**src/rtl/mdu_pkg.sv**
```systemverilog
// ============================================================================
// Package     : mdu_pkg
// Description : Shared operation codes, FSM state encoding, reset defaults and
//               opcode-decode helpers for the iterative multiply/divide unit.
//               Optional macro MDU_MADD_EN enables the MADD/MSUB family.
// Revision    : 1.0 - initial release
// ============================================================================
`default_nettype none

package mdu_pkg;

    localparam logic [4:0] OP_NONE  = 5'd0;
    localparam logic [4:0] OP_MULT  = 5'd1;
    localparam logic [4:0] OP_MULTU = 5'd2;
    localparam logic [4:0] OP_DIV   = 5'd3;
    localparam logic [4:0] OP_DIVU  = 5'd4;
    localparam logic [4:0] OP_MFHI  = 5'd5;
    localparam logic [4:0] OP_MFLO  = 5'd6;
    localparam logic [4:0] OP_MTHI  = 5'd7;
    localparam logic [4:0] OP_MTLO  = 5'd8;
    localparam logic [4:0] OP_MADD  = 5'd9;
    localparam logic [4:0] OP_MADDU = 5'd10;
    localparam logic [4:0] OP_MSUB  = 5'd11;
    localparam logic [4:0] OP_MSUBU = 5'd12;

    typedef enum logic [1:0] {
        ST_IDLE     = 2'd0,
        ST_MUL      = 2'd1,
        ST_DIV_ITER = 2'd2,
        ST_DIV_FIX  = 2'd3
    } mdu_state_t;

    // How a finished product is merged into {HI,LO}
    typedef enum logic [1:0] {
        ACC_NONE = 2'd0,
        ACC_ADD  = 2'd1,
        ACC_SUB  = 2'd2
    } acc_mode_t;

    // Reset defaults
    localparam logic RST_HILO_BIT = 1'b0;
    localparam logic RST_DONE     = 1'b0;

    function automatic logic is_mul_op(input logic [4:0] op);
        logic r;
        r = (op == OP_MULT) || (op == OP_MULTU);
`ifdef MDU_MADD_EN
        r = r || (op == OP_MADD) || (op == OP_MADDU) ||
                 (op == OP_MSUB) || (op == OP_MSUBU);
`endif
        return r;
    endfunction

    function automatic logic is_div_op(input logic [4:0] op);
        return (op == OP_DIV) || (op == OP_DIVU);
    endfunction

    function automatic logic is_signed_op(input logic [4:0] op);
        return (op == OP_MULT) || (op == OP_DIV) ||
               (op == OP_MADD) || (op == OP_MSUB);
    endfunction

    function automatic acc_mode_t acc_mode_of(input logic [4:0] op);
        acc_mode_t m;
        m = ACC_NONE;
        if ((op == OP_MADD) || (op == OP_MADDU)) m = ACC_ADD;
        if ((op == OP_MSUB) || (op == OP_MSUBU)) m = ACC_SUB;
        return m;
    endfunction

endpackage

`default_nettype wire

```
**src/rtl/mdu_div_iter.sv**
```systemverilog
// ============================================================================
// Module      : mdu_div_iter
// Description : Restoring divider, one quotient bit per step. Magnitudes are
//               divided; sign and divide-by-zero results are applied on the
//               combinational outputs, which are valid after the last step.
// Revision    : 1.0 - initial release
// ============================================================================
`default_nettype none

module mdu_div_iter
    import mdu_pkg::*;
#(
    parameter int WIDTH = 32
) (
    input  logic             clk,
    input  logic             rst_n,
    input  logic             start,
    input  logic             is_signed,
    input  logic [WIDTH-1:0] dividend,
    input  logic [WIDTH-1:0] divisor,
    input  logic             step,
    output logic             last,
    output logic [WIDTH-1:0] quotient,
    output logic [WIDTH-1:0] remainder
);

    localparam int IW = $clog2(WIDTH);

    logic [WIDTH-1:0] quo_q;       // dividend shifting out, quotient shifting in
    logic [WIDTH-1:0] dvs_q;
    logic [WIDTH-1:0] rem_q;
    logic [WIDTH-1:0] dividend_q;  // original dividend, returned on divide-by-zero
    logic [IW-1:0]    cnt_q;
    logic             neg_quo_q;
    logic             neg_rem_q;
    logic             zero_q;

    logic [WIDTH-1:0] abs_a;
    logic [WIDTH-1:0] abs_b;
    logic [WIDTH:0]   shifted;
    logic [WIDTH:0]   trial;
    logic             fits;

    // Operand magnitudes and the trial subtraction of one restoring step
    always_comb begin
        abs_a   = (is_signed && dividend[WIDTH-1]) ? -dividend : dividend;
        abs_b   = (is_signed && divisor[WIDTH-1])  ? -divisor  : divisor;
        shifted = {rem_q, quo_q[WIDTH-1]};
        trial   = shifted - {1'b0, dvs_q};
        fits    = ~trial[WIDTH];
    end

    // Operand capture on start, then one shift/subtract step per cycle
    always_ff @(posedge clk or negedge rst_n) begin
        if (!rst_n) begin
            quo_q      <= '0;
            dvs_q      <= '0;
            rem_q      <= '0;
            dividend_q <= '0;
            cnt_q      <= '0;
            neg_quo_q  <= 1'b0;
            neg_rem_q  <= 1'b0;
            zero_q     <= 1'b0;
        end else if (start) begin
            quo_q      <= abs_a;
            dvs_q      <= abs_b;
            rem_q      <= '0;
            dividend_q <= dividend;
            cnt_q      <= IW'(WIDTH - 1);
            neg_quo_q  <= is_signed && (dividend[WIDTH-1] ^ divisor[WIDTH-1]);
            neg_rem_q  <= is_signed && dividend[WIDTH-1];
            zero_q     <= (divisor == '0);
        end else if (step) begin
            rem_q <= fits ? trial[WIDTH-1:0] : shifted[WIDTH-1:0];
            quo_q <= {quo_q[WIDTH-2:0], fits};
            cnt_q <= cnt_q - 1'b1;
        end
    end

    assign last = (cnt_q == '0);

    // Sign fix-up; MIN / -1 falls out naturally as quotient MIN, remainder 0
    always_comb begin
        if (zero_q) begin
            quotient  = '1;
            remainder = dividend_q;
        end else begin
            quotient  = neg_quo_q ? -quo_q : quo_q;
            remainder = neg_rem_q ? -rem_q : rem_q;
        end
    end

endmodule

`default_nettype wire

```
**src/rtl/e_mdu_iter.sv**
```systemverilog
// ============================================================================
// Module      : e_mdu_iter
// Description : EX-stage multiply/divide unit owning HI/LO. Multiply completes
//               after MUL_LAT cycles; division is iterative (WIDTH steps plus
//               one sign fix-up cycle). Optional macro MDU_MADD_EN adds
//               MADD/MADDU/MSUB/MSUBU accumulating into {HI,LO}.
// Revision    : 1.0 - initial release
// ============================================================================
`default_nettype none

module e_mdu_iter
    import mdu_pkg::*;
#(
    parameter int WIDTH   = 32,
    parameter int MUL_LAT = 5
) (
    input  logic             i_clk,
    input  logic             i_reset_n,
    input  logic             i_req,
    input  logic             i_start,
    input  logic [4:0]       i_mdu_op,
    input  logic [WIDTH-1:0] i_src_a,
    input  logic [WIDTH-1:0] i_src_b,
    output logic [WIDTH-1:0] o_hi,
    output logic [WIDTH-1:0] o_lo,
    output logic [WIDTH-1:0] o_result,
    output logic             o_busy,
    output logic             o_done
);

    localparam int CW = (MUL_LAT > 1) ? $clog2(MUL_LAT) : 1;

    mdu_state_t         state;
    mdu_state_t         state_nxt;

    logic               accept;
    logic               mul_accept;
    logic               div_accept;
    logic               mul_done;
    logic               div_done;

    logic [WIDTH-1:0]   mul_a;
    logic [WIDTH-1:0]   mul_b;
    logic               mul_signed;
    logic [CW-1:0]      mul_cnt;
    logic [2*WIDTH-1:0] ext_a;
    logic [2*WIDTH-1:0] ext_b;
    logic [2*WIDTH-1:0] product;
    logic [2*WIDTH-1:0] mul_wr;

    logic               div_last;
    logic [WIDTH-1:0]   div_quo;
    logic [WIDTH-1:0]   div_rem;

`ifdef MDU_MADD_EN
    acc_mode_t          acc_mode;
`endif

    assign accept     = i_start && !i_req && (state == ST_IDLE) &&
                        (is_mul_op(i_mdu_op) || is_div_op(i_mdu_op));
    assign mul_accept = accept && is_mul_op(i_mdu_op);
    assign div_accept = accept && is_div_op(i_mdu_op);
    assign o_busy     = (state != ST_IDLE);

    // FSM state register
    always_ff @(posedge i_clk or negedge i_reset_n) begin
        if (!i_reset_n) state <= ST_IDLE;
        else            state <= state_nxt;
    end

    // Next state and completion strobes
    always_comb begin
        state_nxt = state;
        mul_done  = 1'b0;
        div_done  = 1'b0;
        case (state)
            ST_IDLE: begin
                if (mul_accept)      state_nxt = ST_MUL;
                else if (div_accept) state_nxt = ST_DIV_ITER;
            end
            ST_MUL: begin
                if (mul_cnt == '0) begin
                    mul_done  = 1'b1;
                    state_nxt = ST_IDLE;
                end
            end
            ST_DIV_ITER: begin
                if (div_last) state_nxt = ST_DIV_FIX;
            end
            ST_DIV_FIX: begin
                div_done  = 1'b1;
                state_nxt = ST_IDLE;
            end
            default: state_nxt = ST_IDLE;
        endcase
    end

    // Multiply operand capture and latency countdown
    always_ff @(posedge i_clk or negedge i_reset_n) begin
        if (!i_reset_n) begin
            mul_a      <= '0;
            mul_b      <= '0;
            mul_signed <= 1'b0;
            mul_cnt    <= '0;
        end else if (mul_accept) begin
            mul_a      <= i_src_a;
            mul_b      <= i_src_b;
            mul_signed <= is_signed_op(i_mdu_op);
            mul_cnt    <= CW'(MUL_LAT - 1);
        end else if ((state == ST_MUL) && (mul_cnt != '0)) begin
            mul_cnt    <= mul_cnt - 1'b1;
        end
    end

`ifdef MDU_MADD_EN
    // Accumulate mode of the multiply in flight
    always_ff @(posedge i_clk or negedge i_reset_n) begin
        if (!i_reset_n)      acc_mode <= ACC_NONE;
        else if (mul_accept) acc_mode <= acc_mode_of(i_mdu_op);
    end
`endif

    // Full-width product; extension to 2*WIDTH makes the truncated product exact
    always_comb begin
        ext_a   = mul_signed ? {{WIDTH{mul_a[WIDTH-1]}}, mul_a} : {{WIDTH{1'b0}}, mul_a};
        ext_b   = mul_signed ? {{WIDTH{mul_b[WIDTH-1]}}, mul_b} : {{WIDTH{1'b0}}, mul_b};
        product = ext_a * ext_b;
        mul_wr  = product;
`ifdef MDU_MADD_EN
        if (acc_mode == ACC_ADD)      mul_wr = {o_hi, o_lo} + product;
        else if (acc_mode == ACC_SUB) mul_wr = {o_hi, o_lo} - product;
`endif
    end

    mdu_div_iter #(
        .WIDTH     (WIDTH)
    ) u_div (
        .clk       (i_clk),
        .rst_n     (i_reset_n),
        .start     (div_accept),
        .is_signed (is_signed_op(i_mdu_op)),
        .dividend  (i_src_a),
        .divisor   (i_src_b),
        .step      (state == ST_DIV_ITER),
        .last      (div_last),
        .quotient  (div_quo),
        .remainder (div_rem)
    );

    // HI/LO update: a completing operation wins over a same-cycle MT write
    always_ff @(posedge i_clk or negedge i_reset_n) begin
        if (!i_reset_n) begin
            o_hi   <= {WIDTH{RST_HILO_BIT}};
            o_lo   <= {WIDTH{RST_HILO_BIT}};
            o_done <= RST_DONE;
        end else begin
            o_done <= mul_done || div_done;
            if (mul_done) begin
                {o_hi, o_lo} <= mul_wr;
            end else if (div_done) begin
                o_hi <= div_rem;
                o_lo <= div_quo;
            end else if (!i_req) begin
                if (i_mdu_op == OP_MTHI) o_hi <= i_src_a;
                if (i_mdu_op == OP_MTLO) o_lo <= i_src_a;
            end
        end
    end

    // Move-from result path
    always_comb begin
        o_result = '0;
        if (i_mdu_op == OP_MFHI)      o_result = o_hi;
        else if (i_mdu_op == OP_MFLO) o_result = o_lo;
    end

endmodule

`default_nettype wire

```
**config.mk**
```make
export PLATFORM = sky130hd
export DESIGN_NAME = e_mdu_iter
export DESIGN_NICKNAME = d
export VERILOG_FILES = /design/src/rtl/mdu_pkg.sv /design/src/rtl/mdu_div_iter.sv /design/src/rtl/e_mdu_iter.sv
export SDC_FILE = /design/constraint.sdc
export NUM_CORES = 2
export LEC_CHECK = 0
export CAP_MARGIN = 20
export CORE_UTILIZATION = 35
export DETAILED_ROUTE_END_ITERATION = 16
export PLACE_DENSITY = 0.49
export SYNTH_ARGS = -nofsm -noshare
export SYNTH_HDL_FRONTEND = slang
export SYNTH_SLANG_ARGS = --single-unit
export TNS_END_PERCENT = 100
```
**constraint.sdc**
```tcl
create_clock -name i_clk -period 10.72 [get_ports i_clk]
set_clock_uncertainty 0.2 [all_clocks]
set_input_delay 2.68 -clock i_clk [delete_from_list [all_inputs] [get_ports i_clk]]
set_output_delay 2.68 -clock i_clk [all_outputs]
set_load 0.01 [all_outputs]
```
Word-level counts from Yosys, hierarchy flattened
Cells that the tools add are included.

Add/sub/neg operators: 7. Multipliers: 1. Equality and inequality tests: 17. Muxes and demuxes: 35. Bitwise logic cells: 2. Reductions and logical operators: 30.

Operators by type and width (number): 32-bit 2-to-1 mux (21); 64-bit 2-to-1 mux (2); 32-bit negator (4); 64-bit by 64-bit multiplier with 64-bit output (1); 33-bit by 32-bit subtractor with 33-bit output (1); 32-bit zero test (1); 5-bit by 3-bit equality test with 1-bit output (second input constant) (4); 5-bit by 4-bit equality test with 1-bit output (second input constant) (3); 5-bit by 2-bit equality test with 1-bit output (second input constant) (2); 5-bit 2-to-1 mux (2); 1-bit logical AND (9); 3-bit nonzero test (3); 2-bit 2-to-1 mux (4); 2-bit case mux with 4 select lines (1); 1-bit logical OR (7); 3-bit 2-to-1 mux (2); 2-bit nonzero test (3); 5-bit by 1-bit equality test with 1-bit output (second input constant) (1); 5-bit zero test (1); 5-bit by 1-bit subtractor with 5-bit output (second input constant) (1); 2-bit equality test (second input constant) (2); 2-bit inequality test (second input constant) (2); 2-bit AND reduction (2); 3-bit zero test (1); other kinds (10) (12).

Bits in registers: 271. Input bits: 73. Output and inout bits: 98. Word-level logic and storage cells: 108.

Logic depth before layout (Yosys ltp)
Word-level depth: 8. Gate-level depth with buffers: 36. Mapped depth without buffers: 33.

Cells and area by module
A second synthesis with hierarchy kept.

Cell total of the unflattened synthesis: 6975. Area total of the unflattened synthesis: 64814.7 µm².

By module, submodules not included: e_mdu_iter (instances 1, cells an instance 5686, area each 54349.6 µm², sequential area each 3378.2 µm²); mdu_div_iter (instances 1, cells an instance 1289, area each 10465.0 µm², sequential area each 3403.3 µm²).

Worst setup path after synthesis
Ideal clock, no wire load.

Kind: reg2reg. Start point: reg mul_signed. End point: reg o_hi[31]. Library setup time: 0.133 ns. Arrival time: 9.301 ns. Required time: 10.387 ns. Path slack: 1.086 ns. Cell stages (with the launch flop): 35. Path buffers: 3. Period minus slack after synthesis: 9.634 ns. Cell sequence: dfrtp_1 and2_1 clkbuf_1 clkbuf_1 nand2_1 inv_1 fa_1 inv_1 fa_1 inv_1 fa_1 inv_1 fa_1 inv_1 fa_1 fa_1 fa_1 fa_1 fa_1 inv_1 fa_1 inv_1 ha_1 clkbuf_1 and3_1 and4_1 a32oi_1 or4_1 o21ai_0 a211o_1 o21ai_1 and2_1 o311ai_1 xnor2_1 o21ai_0.

Cells in the longest elaborated chain, start to end: 3. Elaborated cells between the ends (all ways): 4. Those cells by class: mul: 1; mux: 3.

Ends and longest elaborated chain: from (decl) (RTL line e_mdu_iter.sv:44) `logic mul_signed;`; from (signal assigned) (RTL line e_mdu_iter.sv:108) `mul_signed <= is_signed_op(i_mdu_op);`; 64-bit 2-to-1 mux, on equally long branches (RTL line e_mdu_iter.sv:125, e_mdu_iter.sv:126); 64-bit by 64-bit multiplier with 64-bit output (*) (RTL line e_mdu_iter.sv:127) `product = ext_a * ext_b;`; 32-bit 2-to-1 mux (*) (RTL line e_mdu_iter.sv:158) `if (mul_done) begin`; to (signal assigned) (RTL line e_mdu_iter.sv:159) `{o_hi, o_lo} <= mul_wr;`; to (signal assigned) (RTL line e_mdu_iter.sv:161) `o_hi <= div_rem;`; to (signal assigned) (RTL line e_mdu_iter.sv:164) `if (i_mdu_op == OP_MTHI) o_hi <= i_src_a;`; to (decl) (RTL line e_mdu_iter.sv:24) `output logic [WIDTH-1:0] o_hi,`.

Every way passes the cells marked *; elsewhere a longest branch is shown, timed or not. A chain may end at the register's enable or synchronous reset.

Final worst setup path
Start point: reg mul_b[13]. End point: reg o_hi[30].

Cells in the longest elaborated chain, start to end: 3.

Ends and longest elaborated chain: from (decl) (RTL line e_mdu_iter.sv:43) `logic [WIDTH-1:0] mul_b;`; from (signal assigned) (RTL line e_mdu_iter.sv:107) `mul_b <= i_src_b;`; 64-bit 2-to-1 mux (RTL line e_mdu_iter.sv:126) `ext_b = mul_signed ? {{WIDTH{mul_b[WIDTH-1]}}, mul_b} : {{WIDTH{1'b0}}, mul_b};`; 64-bit by 64-bit multiplier with 64-bit output (RTL line e_mdu_iter.sv:127); 32-bit 2-to-1 mux (RTL line e_mdu_iter.sv:158).

Every way passes these cells.

==> reports/results.ini <==
[run_status]
status=finished clean

[setup_path]
setup.worst_path.end_class=flop
timing.rr.start=mul_b[13]
max_stage_delay_ns=0.63
crit_slowest_cell=dfrtp_1
r2r_setup_slack_ns=0.37
crit_path_frequent_cell=fa_1
crit_start=mul_b[13]
worst_r2r_endpoint=o_hi[30]
critPathArrivalTime_ns=10.56
path_class=reg -> reg
cp-start-kind=flop
worstPathRequired_ns=10.93
rr_worst_depth=29
crit_path_max_fanout=31

[clock_tree]
cts_setup_buffers=0
numCtsBuffers=35
clock_path_buffers=3
cts.sinks=271
clock-root-buffer=clkbuf_16
path_clk_slew_ns=0.06
cts_tree=yes
worstSkewPairLatency_ns=0.58
ctsHtreeMaxLevel=2

[synth]
ys_ff_latch=271
synthesis.area_mm2=0.0645
synth_cell_types=78
ys.warnings.count=0
synth_nets=8870
postSynthCellCount=7029
ys_async_sr_fraction_pct=100
synth_ff_type=dfrtp_1
synth-edff-count=0
postSynthAreaPerCell_um2=9.17
ys_seq_area_share_pct=10.5

[route]
antenna_left=0
wl_per_cell_um=23.0
drc=0
routed_wirelength_mm=218
drtIter0Drc=2828
first_pass_iters=9
vias_per_cell=5.00
vias=47400

[worst_hold_path]
hp-class=reg -> reg
min_to=u_div.dvs_q[24]
min_from=u_div.dvs_q[24]
hold_depth=2

[global_route]
track_usage_pct=24.1
grt_pass1_vias=51900
grt_pass1_wl_mm=335
grt_max_degree=111
antenna_found_initial=8
overflow=0

[placed_design]
io_buffers=170
globalplace.congestion=0.939
dpl.hpwl_mm=179

[floorplan]
core_area_mm2=0.183
row_count=157
dieArea_mm2=0.186
die_y_um=431
initial_core_util_pct=35.2
chipWidth_um=431
ios=171

[final_layout]
nets=8830
syn_to_final_growth_pct=9.10
fillers=18800
post_route_cells_drive_above_1_share_pct=4.73

[flow_run]
drv_cap=0

[sta]
finalSetupViolations=0
hold_violations=0
finalCritPeriodShare_pct=96.5
tns_ns=0
worst_pin_slew_ns=1.11
rsz0062_at_grt=no
slew_viol_final=0
fmax_mhz=96.6
period_minus_slack_ns=10.35
relSlewSlack_pct=25.1

[critical path: cells and delay by family, from the launching register on]
family / cells / cell delay [ns]
and+or+nand+nor: 6 / 1.55
adders and majority gates: 11 / 5.75
DFF: 1 / 0.63
buffers and inverters: 7 / 0.98
AOI/OAI and AO/OA: 4 / 0.84
xor gates and xnor gates: 1 / 0.21
[cells in the final DEF, fill, tap and decap left out, types with 15 or more instances in the layout]
cell | synthesis | final
o21a_1 | 19 | 19
inv_1 | 1590 | 1590
o21ai_0 | 192 | 192
buf_4 | 1 | 125
a31oi_1 | 57 | 57
clkdlybuf4s50_1 | 0 | 169
and2_1 | 578 | 577
nand4_1 | 16 | 16
xnor2_1 | 176 | 176
mux2i_1 | 46 | 46
a21o_1 | 51 | 51
nand2b_1 | 17 | 15
and3_1 | 38 | 38
nor3_1 | 60 | 58
a22o_1 | 33 | 33
dfrtp_2 | 0 | 20
ha_1 | 348 | 348
xor2_1 | 88 | 87
fa_1 | 1420 | 1420
o221ai_1 | 25 | 25
nand3_1 | 52 | 51
clkbuf_16 | 0 | 36
nor4_1 | 19 | 18
dfrtp_1 | 271 | 251
nor2_1 | 191 | 190
o31ai_1 | 29 | 29
a21oi_1 | 173 | 172
o211ai_1 | 33 | 33
mux2_2 | 66 | 66
nand2_1 | 861 | 858
[state kept, by name (all words and copies together) (netlist names), 5 cells and up]
signal and cells:
mul_a 32, mul_b 32, o_hi 32, o_lo 32, u_div.cnt_q 5, u_div.dividend_q 32
u_div.dvs_q 32, u_div.quo_q 32, u_div.rem_q 32
[cell families after synthesis]
| group | after synthesis | synth area share (%) |
|---|---|---|
| AND/OR/NAND/NOR | 1908 | 14.3 |
| XOR/XNOR | 264 | 3.59 |
| AO/OA/AOI/OAI | 729 | 7.28 |
| adder cells (fa/ha/maj) | 1770 | 50.9 |
| flip-flops | 271 | 10.5 |
| buffers and inverters | 1975 | 11.5 |
| multiplexers | 112 | 1.87 |
[metrics by stage]
step,area (um2),setup WS (ns),utilization (%),std cells,hold slack [ns]
3_3_place_gp,69000,-0.167,37.7,9411,0.256
4_1_cts,70300,0.0931,38.4,9477,0.279
5_1_grt,70300,0.00575,38.4,9478,0.300
6_report,70300,0.373,38.4,9482,0.275
3_5_place_dp,69100,-0.0610,37.7,9415,0.262
2_1_floorplan,64500,1.09,-,7029,0.240
[cells in the mapped netlist (all sizes together), types with 17 or more instances]
cell type,n,area (um2)
mux2,66,743
fa,1420,28400
o31ai,29,218
xor2,88,771
nand3,52,260
and3,38,238
a31oi,57,357
and2,580,3630
nor3,60,300
ha,348,4350
clkbuf,354,1330
xnor2,176,1540
dfrtp,271,6780
mux2i,46,460
nand2,861,3230
nand2b,17,106
o21a,19,143
nor2,191,717
a21oi,173,866
o21ai,201,1020
o211ai,34,260
nor4,20,140
a21o,51,383
inv,1591,5970
buf,30,123
a22o,33,289
o221ai,25,219
[repair_timing]
item / CTS / global route
cloned: 0 / 0
endpoints found under the hold margin: 0 / 0
gates resized for setup: 1 / 4
hold buffers: 0 / 0
setup endpoints to repair: 1 / 3
[layout make-up]
cell class / instances / area (um2) / area share (%)
tap: 2464 / 3080 / 4.38
sequential: 271 / 6810 / 9.68
clock buffer: 44 / 1000 / 1.42
multi-input combinational: 4783 / 50300 / 71.6
clock inverter: 18 / 200 / 0.285
antenna: 4 / 10.0 / 0.0142
inverter: 1591 / 5970 / 8.49
timing repair buffer: 307 / 2910 / 4.13
[metal layers]
layer	global-route usage (%)	vias up	share of wire, %
li1	-	21000	-
met1	30.9	25000	41
met2	42.5	1141	51
met3	1.60	286	3.4
met4	9.10	0	4.5
met5	0	-	0
[worst max path at each step]
stage | to | slack, ns | cells past startpoint
final | o_hi[30] | 0.37 | 29
after global routing | o_hi[30] | 0.006 | 30
after CTS | o_hi[28] | 0.09 | 29
after detailed placement | o_hi[28] | -0.06 | 29
after global placement | o_hi[28] | -0.17 | 28
after floorplan | o_hi[31] | 1.09 | 34
Power is left out: the tool's default activity adds up to more than one toggle a clock period on the data nets, which glitch-free logic cannot reach.
